File: config.mk
export PLATFORM = sky130hd
export DESIGN_NAME = downsample_2d_flat
export DESIGN_NICKNAME = d
export VERILOG_FILES = /design/src/rtl/downsample_2d_if.sv /design/src/rtl/downsample_2d.sv /design/src/flat_wrapper.sv
export SDC_FILE = /design/constraint.sdc
export NUM_CORES = 1
export LEC_CHECK = 0
export ABC_AREA = 1
export CAP_MARGIN = 25
export CORE_MARGIN = 2
export CORE_UTILIZATION = 35
export DETAILED_ROUTE_END_ITERATION = 8
export HOLD_SLACK_MARGIN = 0.08
export PLACE_DENSITY = 0.6
export SLEW_MARGIN = 20
export SYNTH_ARGS = -nofsm -noshare
export SYNTH_HDL_FRONTEND = slang
export SYNTH_SLANG_ARGS = --single-unit
File: constraint.sdc
create_clock -name clk -period 13.2 [get_ports clk]
set_input_delay 1.32 -clock clk [delete_from_list [all_inputs] [get_ports clk]]
set_output_delay 1.32 -clock clk [all_outputs]
set_load 0.05 [all_outputs]
File: src/rtl/downsample_2d_if.sv
// rtl/downsample_2d_if.sv - valid/ready pixel stream interface for downsample_2d
//
// Purpose: one direction of a raster pixel stream.
// Signals:
//   data   pixel value
//   sof    first pixel of a frame, qualified by valid && ready
//   valid  beat valid (driven by master)
//   ready  beat accepted (driven by slave)
interface downsample_2d_if #(
  parameter int DATA_W = 8
);
  logic [DATA_W-1:0] data;
  logic              sof;
  logic              valid;
  logic              ready;

  modport master (output data, output sof, output valid, input ready);
  modport slave  (input data, input sof, input valid, output ready);
endinterface

File: src/rtl/downsample_2d.sv
// rtl/downsample_2d.sv - 2D pixel stream decimator (top-left pick or rounded block mean)
//
// Purpose: reduces a raster-scanned frame by DEC_X horizontally and DEC_Y
// vertically. AVERAGE=0 forwards the top-left pixel of every block,
// AVERAGE=1 emits the rounded-half-up mean of every block.
// Ports:
//   clk    rising-edge clock
//   reset  asynchronous active-low reset
//   in_s   input pixel stream (slave): data, sof, valid, ready
//   out_m  decimated output stream (master): registered data/valid; sof unused (0)
module downsample_2d #(
  parameter int DATA_W    = 8,
  parameter int DEC_X     = 2,
  parameter int DEC_Y     = 2,
  parameter int IN_WIDTH  = 240,
  parameter int IN_HEIGHT = 480,
  parameter int AVERAGE   = 1
) (
  input  logic           clk,
  input  logic           reset,
  downsample_2d_if.slave  in_s,
  downsample_2d_if.master out_m
);

  localparam int S      = $clog2(DEC_X * DEC_Y);
  localparam int SUM_W  = DATA_W + S;
  localparam int LOG_DX = $clog2(DEC_X);
  localparam int NCOL   = IN_WIDTH / DEC_X;
  localparam int XW     = (IN_WIDTH > 1) ? $clog2(IN_WIDTH) : 1;
  localparam int YW     = (IN_HEIGHT > 1) ? $clog2(IN_HEIGHT) : 1;
  localparam int GW     = (NCOL > 1) ? $clog2(NCOL) : 1;

  localparam logic [XW-1:0]    X_MASK = XW'(DEC_X - 1);
  localparam logic [YW-1:0]    Y_MASK = YW'(DEC_Y - 1);
  localparam logic [XW-1:0]    X_LAST = XW'(IN_WIDTH - 1);
  localparam logic [YW-1:0]    Y_LAST = YW'(IN_HEIGHT - 1);
  // Half an LSB of the final shift; zero when there is no shift at all.
  localparam logic [SUM_W-1:0] RND    = SUM_W'((1 << S) >> 1);

  logic [XW-1:0]     x_q, x_d, x_eff;
  logic [YW-1:0]     y_q, y_d, y_eff;
  logic [SUM_W-1:0]  hacc_q;
  logic [SUM_W-1:0]  line_q [NCOL];
  logic [SUM_W-1:0]  row, col_sum;
  logic [GW-1:0]     gx;
  logic              px_first, px_last, py_first, py_last;
  logic              emit, in_ready, accept;
  logic [DATA_W-1:0] avg_data;
  logic [DATA_W-1:0] out_data_q, out_data_d;
  logic              out_valid_q, out_valid_d;

  always_comb begin
    // A start-of-frame beat sits at (0,0) whatever the counters say.
    x_eff    = in_s.sof ? '0 : x_q;
    y_eff    = in_s.sof ? '0 : y_q;
    px_first = (x_eff & X_MASK) == '0;
    px_last  = (x_eff & X_MASK) == X_MASK;
    py_first = (y_eff & Y_MASK) == '0;
    py_last  = (y_eff & Y_MASK) == Y_MASK;
    gx       = GW'(x_eff >> LOG_DX);

    emit = (AVERAGE != 0) ? (px_last && py_last) : (px_first && py_first);
    // sof feeds in_ready through the effective position: a sof beat can turn
    // into an emitting beat and must then respect a stalled output register.
    in_ready = !emit || !out_valid_q || out_m.ready;
    accept   = in_s.valid && in_ready;

    // Running horizontal sum including this pixel; the group's first pixel
    // starts fresh, so row equals the full group sum on its last pixel.
    row      = (px_first ? '0 : hacc_q) + SUM_W'(in_s.data);
    col_sum  = py_first ? row : line_q[gx] + row;
    avg_data = DATA_W'((col_sum + RND) >> S);
  end

  always_comb begin
    x_d = x_q;
    y_d = y_q;
    if (accept) begin
      if (x_eff == X_LAST) begin
        x_d = '0;
        y_d = (y_eff == Y_LAST) ? '0 : y_eff + YW'(1);
      end else begin
        x_d = x_eff + XW'(1);
        y_d = y_eff;
      end
    end
  end

  always_comb begin
    out_valid_d = out_valid_q;
    out_data_d  = out_data_q;
    if (accept && emit) begin
      out_valid_d = 1'b1;
      out_data_d  = (AVERAGE != 0) ? avg_data : in_s.data;
    end else if (out_m.ready) begin
      out_valid_d = 1'b0;
    end
  end

  always_ff @(posedge clk or negedge reset) begin
    if (!reset) begin
      x_q         <= '0;
      y_q         <= '0;
      hacc_q      <= '0;
      out_valid_q <= 1'b0;
      out_data_q  <= '0;
    end else begin
      x_q         <= x_d;
      y_q         <= y_d;
      out_valid_q <= out_valid_d;
      out_data_q  <= out_data_d;
      if (accept) begin
        hacc_q <= row;
      end
    end
  end

  // Partial column sums; the last row of a block reads but never writes, so
  // with DEC_Y==1 this array has no writers and drops out.
  always_ff @(posedge clk) begin
    if (accept && px_last && !py_last) begin
      line_q[gx] <= col_sum;
    end
  end

  assign in_s.ready  = in_ready;
  assign out_m.data  = out_data_q;
  assign out_m.valid = out_valid_q;
  assign out_m.sof   = 1'b0;

endmodule
File: src/flat_wrapper.sv
// flat-port wrapper written by rule: the top's interface ports become plain ports
module downsample_2d_flat 
#(
  parameter int DATA_W    = 8,
  parameter int DEC_X     = 2,
  parameter int DEC_Y     = 2,
  parameter int IN_WIDTH  = 240,
  parameter int IN_HEIGHT = 480,
  parameter int AVERAGE   = 1
)
  (clk, reset, in_s_data, in_s_sof, in_s_valid, in_s_ready, out_m_data, out_m_sof, out_m_valid, out_m_ready);
  downsample_2d_if #(.DATA_W(DATA_W)) in_s_i ();
  downsample_2d_if #(.DATA_W(DATA_W)) out_m_i ();
  input  logic clk;
  input  logic reset;
  input wire logic [$bits(in_s_i.data)-1:0] in_s_data;
  input wire logic [$bits(in_s_i.sof)-1:0] in_s_sof;
  input wire logic [$bits(in_s_i.valid)-1:0] in_s_valid;
  output wire logic [$bits(in_s_i.ready)-1:0] in_s_ready;
  output wire logic [$bits(out_m_i.data)-1:0] out_m_data;
  output wire logic [$bits(out_m_i.sof)-1:0] out_m_sof;
  output wire logic [$bits(out_m_i.valid)-1:0] out_m_valid;
  input wire logic [$bits(out_m_i.ready)-1:0] out_m_ready;
  assign in_s_i.data = in_s_data;
  assign in_s_i.sof = in_s_sof;
  assign in_s_i.valid = in_s_valid;
  assign in_s_ready = in_s_i.ready;
  assign out_m_data = out_m_i.data;
  assign out_m_sof = out_m_i.sof;
  assign out_m_valid = out_m_i.valid;
  assign out_m_i.ready = out_m_ready;
  downsample_2d #(.DATA_W(DATA_W), .DEC_X(DEC_X), .DEC_Y(DEC_Y), .IN_WIDTH(IN_WIDTH), .IN_HEIGHT(IN_HEIGHT), .AVERAGE(AVERAGE)) u_core (.clk(clk), .reset(reset), .in_s(in_s_i), .out_m(out_m_i));
endmodule
==> run metrics <==
status=complete, no violations; first-pass GRT wire length=approximately 200 mm; Final ANT Viol Nets=0; Die Area=about 140000 sq um; TNS Setup=0 ps; CP max FO=between 60 and 70; H-Tree Depth=3; WHS=approximately 480 ps; Post-Syn Area=47900 sq um; starting DRC count in detailed routing=~3700; initial antenna violation count=3; nets=between 3000 and 4000; final setup skew=between 50 and 60 ps; met1 wire length=roughly 57 mm; Worst-Margin Slew=1120 ps; Critical Path AT=9520 ps; fraction of registers with async set/reset=under 10%; final global-route overflow total=0; synthesis-stage register bit count=~1200; Starting Density=a little over a third; Longest Clk Path Bufs=3; MaxCap Viol Count=0; final wirelength=approximately 140 mm; Seq/Total Area, Yosys=77.1%; metal2 WL=around 65 mm; P&R area growth vs syn=13.8%; PnR worst setup slack=approximately 4000 ps; Post-DP HPWL=between 80 and 90 mm; Final min period=between 9000 and 10000 ps; P per Cell Area=around 160 nW/um^2; mean cell area of the mapped netlist=~14 sq um; Critical Path End Type=register; drt wl/cell=between 20 and 30 microns; maximum operating frequency=0.109 GHz; via count=between 20000 and 30000; final hold viol count=0; CTS tree=yes; placer congestion estimate=~0.90; Post-synth EDFFs=1200; Synth cell types=56; crit path kind=in2reg; post-DR vias/cell=about 5.6; Hold Path Class=reg2reg; DRC viols=0; Top Metal Used=met5; Place WS=roughly 3500 ps; layout cell share with drive strength beyond 1=approximately 11%; setup slack on the worst flop-to-flop path=between 5000 and 6000 ps; synthesized net count=about 3400; Leakage=between 15 and 20 nW; Antenna diodes=0; setup repair after global routing missed its margin=false; row count=135; final core utilization=40.2%; drt first pass iters=5; CTS Buf Count=roughly 120; crit share post-route=69.5%; fillcell total=roughly 12000; GRT Overall Usage=roughly 20%; number of global-route vias before repair=28695; DIE HEIGHT=roughly 370 microns; CTS Hold Bufs=0; Post-CTS Repair Setup Buffers=0; Clock Pin Slew Worst Setup and Hold Paths=roughly 60 ps; synth warn=0; Cells after Synth=3355; CP required=between 10000 and 15000 ps; largest net degree at the start of global routing=between 90 and 100; root buf cell=clkbuf_16; Port-buffer cells=22; Met3 Wirelength=roughly 13 mm; Die X-Extent=approximately 370 microns; Max Slew Vio Count=0; Worst slew margin=around a quarter; Worst setup SP type=input pin; clk_lat worst skew=730 ps; Synth Flop Type=edfxtp_1; clock sink count=~1200; Top Ports=24; Final setup viols=0; worst ir drop on vdd=0.122 mV; Core Box Area=approximately 140000 sq um; post_cts resized=0
## cell type report
| class | instances | area (sq um) | share of cell area [%] |
|---|---|---|---|
| repair buffers | 182 | 1470 | 2.69 |
| flip-flops and latches | 1236 | 36900 | 67.7 |
| multi-input cells | 1837 | 9790 | 18.0 |
| well taps | 1781 | 2230 | 4.09 |
| inverters | 102 | 392 | 0.718 |
| clock buffers | 154 | 3170 | 5.82 |
| clock inverters | 60 | 538 | 0.987 |
## layer usage
layer	GRT usage, %	vias up
met5	0	-
met4	6.43	6
met3	3.60	257
met2	31.0	1538
met1	26.7	15103
li1	-	12999
## final timing paths
check	startpoint	cells past startpoint	endpoint
max	in_s_sof	26	u_core.line_q[50][9]
min	u_core.out_m.data[0]	2	u_core.out_m.data[0]
max reg2reg	u_core.x_q[1]	25	u_core.line_q[50][9]
min reg2reg	u_core.out_m.data[0]	2	u_core.out_m.data[0]
max in group asynchronous	reset	1	u_core.x_q[1]
min in group asynchronous	reset	1	u_core.hacc_q[2]
## kinds of logic after synthesis
| logic type | share of synthesized area [%] |
|---|---|
| flops | 77.1 |
| simple gates | 10.1 |
| compound gates | 8.94 |
| buf+inv | 2.90 |
| fa+ha+maj | 0.606 |
| xor+xnor | 0.347 |
| other cells | 0.00783 |
## stage by stage
stage	cells	instance area [sq um]	power [mW]
after floorplan	3355	47900	5.31
after global placement	5101	50500	5.68
after detailed placement	5127	50700	5.70
after CTS	5341	54400	8.94
after global routing	5352	54500	9.17
final	5352	54500	8.92
## critical path, cell delays in order
cell and delay (ps):
clkdlybuf4s50_1 1060, inv_2 630, nand2_4 470, buf_4 540, buf_4 690, nand2_1 140, nand3_1 120, o21ai_1 90
nor4_1 730, o22ai_1 150, nor2_1 260, nand3_1 150, nor2_1 140, ha_1 300, nand2_1 120, o21ai_0 100
a21o_1 180, nand2_1 80, nand2_1 60, a21oi_1 280, inv_1 70, nand3_1 110, nand4_1 130, nand2_1 140
clkinv_2 640, buf_4 600
## Yosys cell counts (6+ instances only)
library cell,instances,area share (%)
a2111oi_0,8,0.15
o21ai_1,31,0.32
nand4_1,11,0.14
o221ai_1,40,0.73
nor4_1,31,0.40
o2111ai_1,9,0.16
nand2_1,499,3.9
o211ai_1,20,0.31
o21ai_0,79,0.83
xnor2_1,6,0.11
ha_1,20,0.52
o31ai_1,25,0.39
buf_2,94,0.98
nand2_4,6,0.14
o22ai_1,306,4.0
inv_1,88,0.69
nor2_1,311,2.4
inv_2,8,0.063
nand3_1,203,2.1
o21bai_1,9,0.14
buf_6,14,0.33
a21boi_0,8,0.13
xor2_1,13,0.24
edfxtp_1,1200,75
a21oi_1,80,0.84
nor3_1,38,0.40
buf_4,27,0.42
o41ai_1,35,0.64
or2_2,8,0.10
clkbuf_1,40,0.31
dfrtp_1,36,1.9
nor2_4,8,0.19
## layout by cell type (no fill, tap or decap), types with 38 or more instances in the layout
| cell | instances |
|---|---|
| a21oi_1 | 80 |
| buf_4 | 151 |
| clkbuf_16 | 122 |
| edfxtp_1 | 1200 |
| inv_1 | 86 |
| nand2_1 | 496 |
| nand3_1 | 203 |
| nor2_1 | 297 |
| nor3_1 | 38 |
| o21ai_0 | 76 |
| o221ai_1 | 40 |
| o22ai_1 | 305 |
## report_power, final
group	internal (mW)	total [mW]	switching, mW
sequential	4.60	4.62	0.0131
clock	1.84	3.30	1.45
combinational	0.206	1.01	0.803
total	6.65	8.92	2.27
## state kept, by name, summed over array words and instances, names as in the netlist
name and flops:
u_core.x_q 8, u_core.y_q 9, u_core.hacc_q 10, u_core.line_q 1200, u_core.out_m.valid 1, u_core.out_m.data 8
Power figures use the tool's default switching activity.
